`src/rtl/mmss_timer_core.sv`:
```
// MM:SS up/down timer core with start/stop/clear/load commands, tick prescaler,
// wrap/expiry pulses and registered 2-digit BCD outputs for each field.
module mmss_timer_core #(
    parameter int SEC_MAX  = 59,
    parameter int MIN_MAX  = 99,
    parameter int TICK_DIV = 1,
    localparam int SW = $clog2(SEC_MAX + 1),
    localparam int MW = $clog2(MIN_MAX + 1)
) (
    input  logic          clk,
    input  logic          rst,
    input  logic          tick,
    input  logic          dir,
    input  logic          cmd_start,
    input  logic          cmd_stop,
    input  logic          cmd_clear,
    input  logic          load_en,
    input  logic [MW-1:0] load_min,
    input  logic [SW-1:0] load_sec,
    output logic [SW-1:0] sec_bin,
    output logic [MW-1:0] min_bin,
    output logic [7:0]    sec_bcd,
    output logic [7:0]    min_bcd,
    output logic          running,
    output logic          wrap_p,
    output logic          expired_p,
    output logic [1:0]    state_o
);

    localparam int PW = (TICK_DIV > 1) ? $clog2(TICK_DIV) : 1;

    typedef enum logic [1:0] {
        ST_IDLE  = 2'd0,
        ST_RUN   = 2'd1,
        ST_PAUSE = 2'd2,
        ST_DONE  = 2'd3
    } state_t;

    state_t        state_q, state_d;
    logic [SW-1:0] sec_q, sec_d;
    logic [MW-1:0] min_q, min_d;
    logic [PW-1:0] psc_q, psc_d;
    logic          wrap_d, expired_d;

    function automatic logic [7:0] to_bcd(input logic [6:0] v);
        logic [3:0] tens;
        logic [3:0] ones;
        tens = 4'(v / 7'd10);
        ones = 4'(v % 7'd10);
        return {tens, ones};
    endfunction

    always_comb begin
        // NOTE: every variable gets a default first so no path leaves it unassigned and infers a latch.
        state_d   = state_q;
        sec_d     = sec_q;
        min_d     = min_q;
        psc_d     = psc_q;
        wrap_d    = 1'b0;
        expired_d = 1'b0;

        if (cmd_clear) begin
            sec_d   = '0;
            min_d   = '0;
            psc_d   = '0;
            state_d = ST_IDLE;
        end else if (load_en) begin
            sec_d = (load_sec > SW'(SEC_MAX)) ? SW'(SEC_MAX) : load_sec;
            min_d = (load_min > MW'(MIN_MAX)) ? MW'(MIN_MAX) : load_min;
            psc_d = '0;
            if (state_q == ST_DONE) state_d = ST_IDLE;
        end else if (cmd_stop) begin
            if (state_q == ST_RUN) state_d = ST_PAUSE;
        end else if (cmd_start) begin
            if (state_q == ST_IDLE || state_q == ST_PAUSE) state_d = ST_RUN;
        end else if (tick && state_q == ST_RUN) begin
            if (psc_q != PW'(TICK_DIV - 1)) begin
                psc_d = psc_q + 1'b1;
            end else begin
                psc_d = '0;
                if (!dir) begin
                    if (sec_q < SW'(SEC_MAX)) begin
                        sec_d = sec_q + 1'b1;
                    end else if (min_q < MW'(MIN_MAX)) begin
                        sec_d = '0;
                        min_d = min_q + 1'b1;
                    end else begin
                        sec_d  = '0;
                        min_d  = '0;
                        wrap_d = 1'b1;
                    end
                end else begin
                    if (sec_q != '0) begin
                        sec_d = sec_q - 1'b1;
                    end else if (min_q != '0) begin
                        sec_d = SW'(SEC_MAX);
                        min_d = min_q - 1'b1;
                    end else begin
                        // Count already at 00:00: hold it and expire.
                        state_d   = ST_DONE;
                        expired_d = 1'b1;
                    end
                end
            end
        end
    end

    // NOTE: sequential state uses non-blocking assignments so every register samples pre-edge values.
    always_ff @(posedge clk or posedge rst) begin
        if (rst) begin
            state_q   <= ST_IDLE;
            sec_q     <= '0;
            min_q     <= '0;
            psc_q     <= '0;
            wrap_p    <= 1'b0;
            expired_p <= 1'b0;
            sec_bcd   <= '0;
            min_bcd   <= '0;
        end else begin
            state_q   <= state_d;
            sec_q     <= sec_d;
            min_q     <= min_d;
            psc_q     <= psc_d;
            wrap_p    <= wrap_d;
            expired_p <= expired_d;
            sec_bcd   <= to_bcd(7'(sec_q));
            min_bcd   <= to_bcd(7'(min_q));
        end
    end

    assign sec_bin = sec_q;
    assign min_bin = min_q;
    assign running = (state_q == ST_RUN);
    assign state_o = state_q;

endmodule

```
`config.mk`:
```
export PLATFORM = sky130hd
export DESIGN_NAME = mmss_timer_core
export DESIGN_NICKNAME = d
export VERILOG_FILES = /design/src/rtl/mmss_timer_core.sv
export SDC_FILE = /design/constraint.sdc
export NUM_CORES = 1
export LEC_CHECK = 0
export ABC_AREA = 1
export ABC_CLOCK_PERIOD_IN_PS = 2900
export BUFFER_PORTS_ARGS = -buffer_cell sky130_fd_sc_hd__buf_2
export CAP_MARGIN = 20
export CORE_AREA = 2 2 94 96
export CTS_CLUSTER_DIAMETER = 60
export DETAILED_ROUTE_END_ITERATION = 16
export DIE_AREA = 0 0 96 98
export PLACE_DENSITY = 0.55
export SYNTH_ARGS = -nofsm -noshare
export SYNTH_HDL_FRONTEND = slang
export SYNTH_SLANG_ARGS = --single-unit
```
`constraint.sdc`:
```
create_clock -name clk -period 2.9 [get_ports clk]
set_input_delay 0.58 -clock clk [delete_from_list [all_inputs] [get_ports clk]]
set_output_delay 0.58 -clock clk [all_outputs]
set_load 0.01 [all_outputs]
```
# [Word level (Yosys, flattened, before mapping)]
# Cells that the tools add are included.
[totals] regBits=34 input_bits=21 out_inout_bits=34 wordCells=108
[classes] add_sub_neg=5 div=4 order_cmp=4 eq_ne=16 mux=59 n_reduce_logical=12
[op_table] op="2-to-1 mux 7 bit" n=12
[op_table] op="2-to-1 mux 6 bit" n=11
[op_table] op="2-to-1 mux 1 bit" n=24
[op_table] op="2-to-1 mux 2 bit" n=12
[op_table] op="inequality test 5 bit (second input constant)" n=3
[op_table] op="inequality test 5 x 1 -> 1 bit (second input constant)" n=2
[op_table] op="nonzero test 5 bit" n=2
[op_table] op="inequality test 4 x 1 -> 1 bit (second input constant)" n=2
[op_table] op="inequality test 4 bit (second input constant)" n=2
[op_table] op="AND reduction 8 bit" n=1
[op_table] op="adder 7 x 1 -> 7 bit (second input constant)" n=1
[op_table] op="divider 6 x 4 -> 7 bit (second input constant)" n=1
[op_table] op="divider 7 x 4 -> 7 bit (second input constant)" n=1
[op_table] op="> comparator 7 bit (second input constant)" n=1
[op_table] op="less-than comparator 7 bit (second input constant)" n=1
[op_table] op="modulo 6 x 4 -> 7 bit (second input constant)" n=1
[op_table] op="modulo 7 x 4 -> 7 bit (second input constant)" n=1
[op_table] op="AND reduction 7 bit" n=1
[op_table] op="nonzero test 7 bit" n=1
[op_table] op="subtractor 7 x 1 -> 7 bit (second input constant)" n=1
[op_table] op="adder 6 x 1 -> 6 bit (second input constant)" n=1
[op_table] op="> comparator 6 bit (second input constant)" n=1
[op_table] op="less-than comparator 6 bit (second input constant)" n=1
[op_table] op="inequality test 3 x 1 -> 1 bit (second input constant)" n=2
[op_table] op="13 further kinds" n=14

# [Depth between registers and ports, before layout]
[depth] ltp_word=10 depth_mapped=21 ltp_nobuf=20

# [Worst setup path after synthesis]
# No wires, ideal clock.
[synth_path] path_type="register to register" start="register min_q[5], in the netlist min_bin[5]" end="register min_bcd[1]" setup_ns=0.117 arrival_ns=1.986 required_ns=2.783 slack_ns=0.797 stages_incl_launch_ff=21 n_path_buf=1 synth_period_minus_slack_ns=2.103 path_cell_list="dfrtp_1 buf_6 nor2_4 nor2_4 nor2_2 clkinv_2 nand3_2 nand2_4 nand2_4 nand2_4 nand2_4 nand2_2 nand2_1 inv_1 ha_1 inv_1 nand3_2 nand2_1 inv_1 nand3_1 nand2_1"
[synth_between] elab_chain_len=1
[synth_rtl] element="start: declaration" line_no="41" rtl="logic [MW-1:0] min_q, min_d;"
[synth_rtl] element="start signal: assignment" line_no="122" rtl="min_q <= min_d;"
[synth_rtl] element="modulo 7 x 4 -> 7 bit" line_no="49" rtl="ones = 4'(v % 7'd10);"
[synth_rtl] element="end signal: assignment" line_no="127" rtl="min_bcd <= to_bcd(7'(min_q));"
[synth_rtl] element="end: declaration" line_no="23" rtl="output logic [7:0] min_bcd,"
# No other way between the ends.
# A chain may end at the register's enable or synchronous reset.

# [Final worst setup path]
# Ends and elaborated chain as after synthesis.

==> summary.md <==
| Metric | Value |
|---|---|
| Status | `complete, no violations` |
| Detail Route Antenna Nets | `0` |
| Layout cells sized above 1 | `between 20 and 30%` |
| Commonest cells after routing, fill and taps aside | `63 x nand2_1, 53 x buf_2, 37 x inv_1, 32 x dfrtp_1, 26 x nor2_1` |
| WP data required | `around 3.1 ns` |
| EDFF count, synth | `0` |
| Overflow after GRT | `0` |
| Syn nets | `between 300 and 400` |
| Die Height | `between 90 and 100 microns` |
| Fmax | `about 420 MHz` |
| Post-DP Area | `approximately 2800 sq um` |
| Global-route met2 utilization | `roughly a fifth` |
| Slew Limit Fails | `0` |
| Number of max-cap violations | `0` |
| Clk sinks | `32` |
| Worst path bufs/invs | `5` |
| # IOs | `55` |
| Hpwl dp | `5160 microns` |
| Worst min path class | `in2async` |
| Post-CTS Resized | `0` |
| Hold-fix buffer count after cts | `0` |
| Nets | `~410` |
| Ant diodes | `0` |
| Area growth from synthesis to final layout | `19.2%` |
| CP Launch Type | `flip-flop` |
| Final period util | `between 80% and 90%` |
| DR iter-0 viols | `118` |
| Initial core utilization | `slightly below 30%` |
| Routed wire length | `about 6500 microns` |
| # setup viols final | `0` |
| Routability Congestion | `approximately 0.85` |
| Avg Inst Size Synth | `about 7.6 sq um` |
| Ordered cell list for the critical path | `inv_1 -> a21oi_2 -> nand2_4 -> nand2_2 -> nand2_2 -> nand2_2 -> inv_4 -> nand2_4 -> nand3_2 -> nand2_1 -> inv_1 -> ha_1 -> inv_1 -> nand3_2 -> nand2_1 -> inv_1 -> nand3_1 -> nand2_1` |
| Cell Area, Synth | `between 2000 and 2500 sq um` |
| Synth Register Bits | `32` |
| Syn Inst Count | `322` |
| Die Wd | `96 microns` |
| Skew-Pair Late Insertion Delay | `just under 0.3 ns` |
| Final design instance area without fill | `2920 sq um` |
| Worst vdd ir | `about 0.00024 V` |
| CP max stage delay | `between 0.5 and 0.6 ns` |
| Gr busiest metal | `met1` |
| CP max-delay cell | `dfrtp_1` |
| Met3 Use GR | `under 10%` |
| Most frequent CP cell | `inv_1` |
| Sequential area share after synthesis | `about a third` |
| Fin crit period | `roughly 2.4 ns` |
| Drc violations | `0` |
| Setup TNS | `0 ns` |
| Final hold viol count | `0` |
| Wire length per cell | `13.5 microns` |
| Vias | `2347` |
| Vias in the first global route | `about 2200` |
| Inserted Clock Buffers | `5` |
| FP Rows | `34` |
| Clock buffer depth | `2` |
| Worst-margin pin slew | `0.674 ns` |
| CP Capture Type | `flip-flop` |
| GRT Total Usage | `14.7%` |
| Tot Pwr | `around 1.9 mW` |
| Top_reg_cell synth | `dfrtp_1` |
| Via-per-instance ratio | `between 4 and 5` |
| CTS Root Cell | `clkbuf_8` |
| Worst Path Arrival | `2.55 ns` |
| Reg2reg setup slack | `about 0.53 ns` |
| Core Area | `about 8500 sq um` |
| Antenna violations before repair | `0` |
| DRT Pass-1 Iters | `4` |
| Die ar. | `between 9000 and 10000 sq um` |
| Clock slew at reported path FFs | `~0.08 ns` |
| Clk_skew | `around 0.009 ns` |
| Fillcell total | `917` |
| Global-route met1 utilization | `around a fifth` |
| Syn. warnings | `0` |
| Async SR Flop Fraction | `100%` |
| P per Cell Area | `roughly 650 nW/um^2` |
| Worst path top cell family by delay | `simple AND/OR/NAND/NOR gates` |
| Crit Path Max Fanout | `8` |
| Placed cells | `approximately 480` |
| First-pass GRT wire length | `about 11000 microns` |
| Largest net degree at the start of global routing | `15` |
| H-tree Lvls | `2` |
| Setup Buffers After CTS | `0` |
| Most common cell after layout, fill and taps aside | `nand2_1` |
| RSZ-0062 raised after global routing | `no` |
| CP Class | `reg2reg` |
| Post-route insts no fill | `485` |
| Pleak | `1.51 nW` |
| Relative slew slack | `54.5%` |
| Post-synth cell types | `45` |
| CTS tree | `built` |
| Port-buffer cells | `53` |
-- where the power goes --
part	total, mW	leakage (nW)	switching [mW]	internal [mW]
clock network	0.438	0.0552	0.183	0.255
registers	0.634	0.404	0.0871	0.547
logic	0.840	1.05	0.528	0.312
-- cells by family after synthesis --
kind of cell	synth area share (%)
AO/OA/AOI/OAI	17.4
XOR/XNOR	3.21
adder cells (fa/ha/maj)	4.59
buffers and inverters	9.79
flip-flops	32.6
other	0.153
AND/OR/NAND/NOR	32.2
-- cell usage after synthesis, types with 2 or more instances --
cell | number | area (sq um)
nand2_1 | 63 | 236
dfrtp_1 | 32 | 801
o21ai_2 | 4 | 35.0
nand3_1 | 18 | 90.1
buf_4 | 2 | 15.0
inv_1 | 37 | 139
nand3_2 | 8 | 80.1
o31ai_1 | 4 | 30.0
o21ai_0 | 20 | 100
nand2_2 | 6 | 37.5
nand2_4 | 5 | 56.3
nor2_1 | 26 | 97.6
o311ai_0 | 2 | 17.5
a32oi_1 | 2 | 17.5
a211oi_1 | 3 | 22.5
clkbuf_1 | 2 | 7.51
or2_1 | 2 | 12.5
inv_2 | 8 | 30.0
ha_1 | 9 | 113
a21oi_1 | 13 | 65.1
xor2_1 | 9 | 78.8
o211ai_1 | 3 | 22.5
nor3_1 | 4 | 20.0
nand4_1 | 7 | 43.8
buf_2 | 2 | 10.0
o21ai_1 | 3 | 15.0
buf_6 | 2 | 22.5
nor2_4 | 5 | 56.3
a22oi_1 | 5 | 37.5
-- path summary, 6_finish.rpt --
| check | cells past startpoint | startpoint | endpoint |
|---|---|---|---|
| max | 18 | min_bin[5] | min_bcd[1] |
| min | 2 | rst | sec_bin[1] |
| max reg2reg | 18 | min_bin[5] | min_bcd[1] |
| min reg2reg | 0 | sec_bin[0] | sec_bcd[0] |
| max in group asynchronous | 3 | rst | min_bcd[5] |
| min in group clk | 2 | cmd_stop | state_o[0] |
-- area by class of cell --
type	instances	area [sq um]	area share [%]
tap	108	135	4.62
sequential	32	801	27.4
clock inverter	2	35.0	1.20
clock buffer	6	72.6	2.48
inverter	47	180	6.16
multi-input combinational	234	1410	48.3
timing repair buffer	56	288	9.84
-- state kept, by name, indices dropped and copies added (netlist names) --
| register | flops |
|---|---|
| sec_bcd | 7 |
| expired_p | 1 |
| state_o | 2 |
| min_bin | 7 |
| min_bcd | 8 |
| sec_bin | 6 |
| wrap_p | 1 |
-- metal layers --
layer | share of wire, % | wire [microns]
met4 | 2.0 | 133
met3 | 6.2 | 405
met2 | 44 | 2880
met5 | 0 | 0
met1 | 48 | 3120
-- through the flow --
step,utilization (%),setup WS (ns),hold WS (ns)
after floorplan,-,0.797,0.495
after global placement,33.3,0.560,0.523
final,34.5,0.530,0.290
after global routing,34.5,0.258,0.322
after detailed placement,33.3,0.548,0.517
after CTS,34.5,0.523,0.309
-- worst reg2reg max path, stage by stage, from the launching register on --
cell     delay, ns
dfrtp_1       0.55
inv_1         0.16
a21oi_2       0.27
nand2_4       0.11
nand2_2       0.08
nand2_2       0.05
nand2_2       0.07
inv_4         0.04
nand2_4       0.08
nand3_2       0.10
nand2_1       0.11
inv_1         0.04
ha_1          0.19
inv_1         0.07
nand3_2       0.09
nand2_1       0.07
inv_1         0.05
nand3_1       0.07
nand2_1       0.06
No activity file was read; power rests on OpenSTA's default activity.
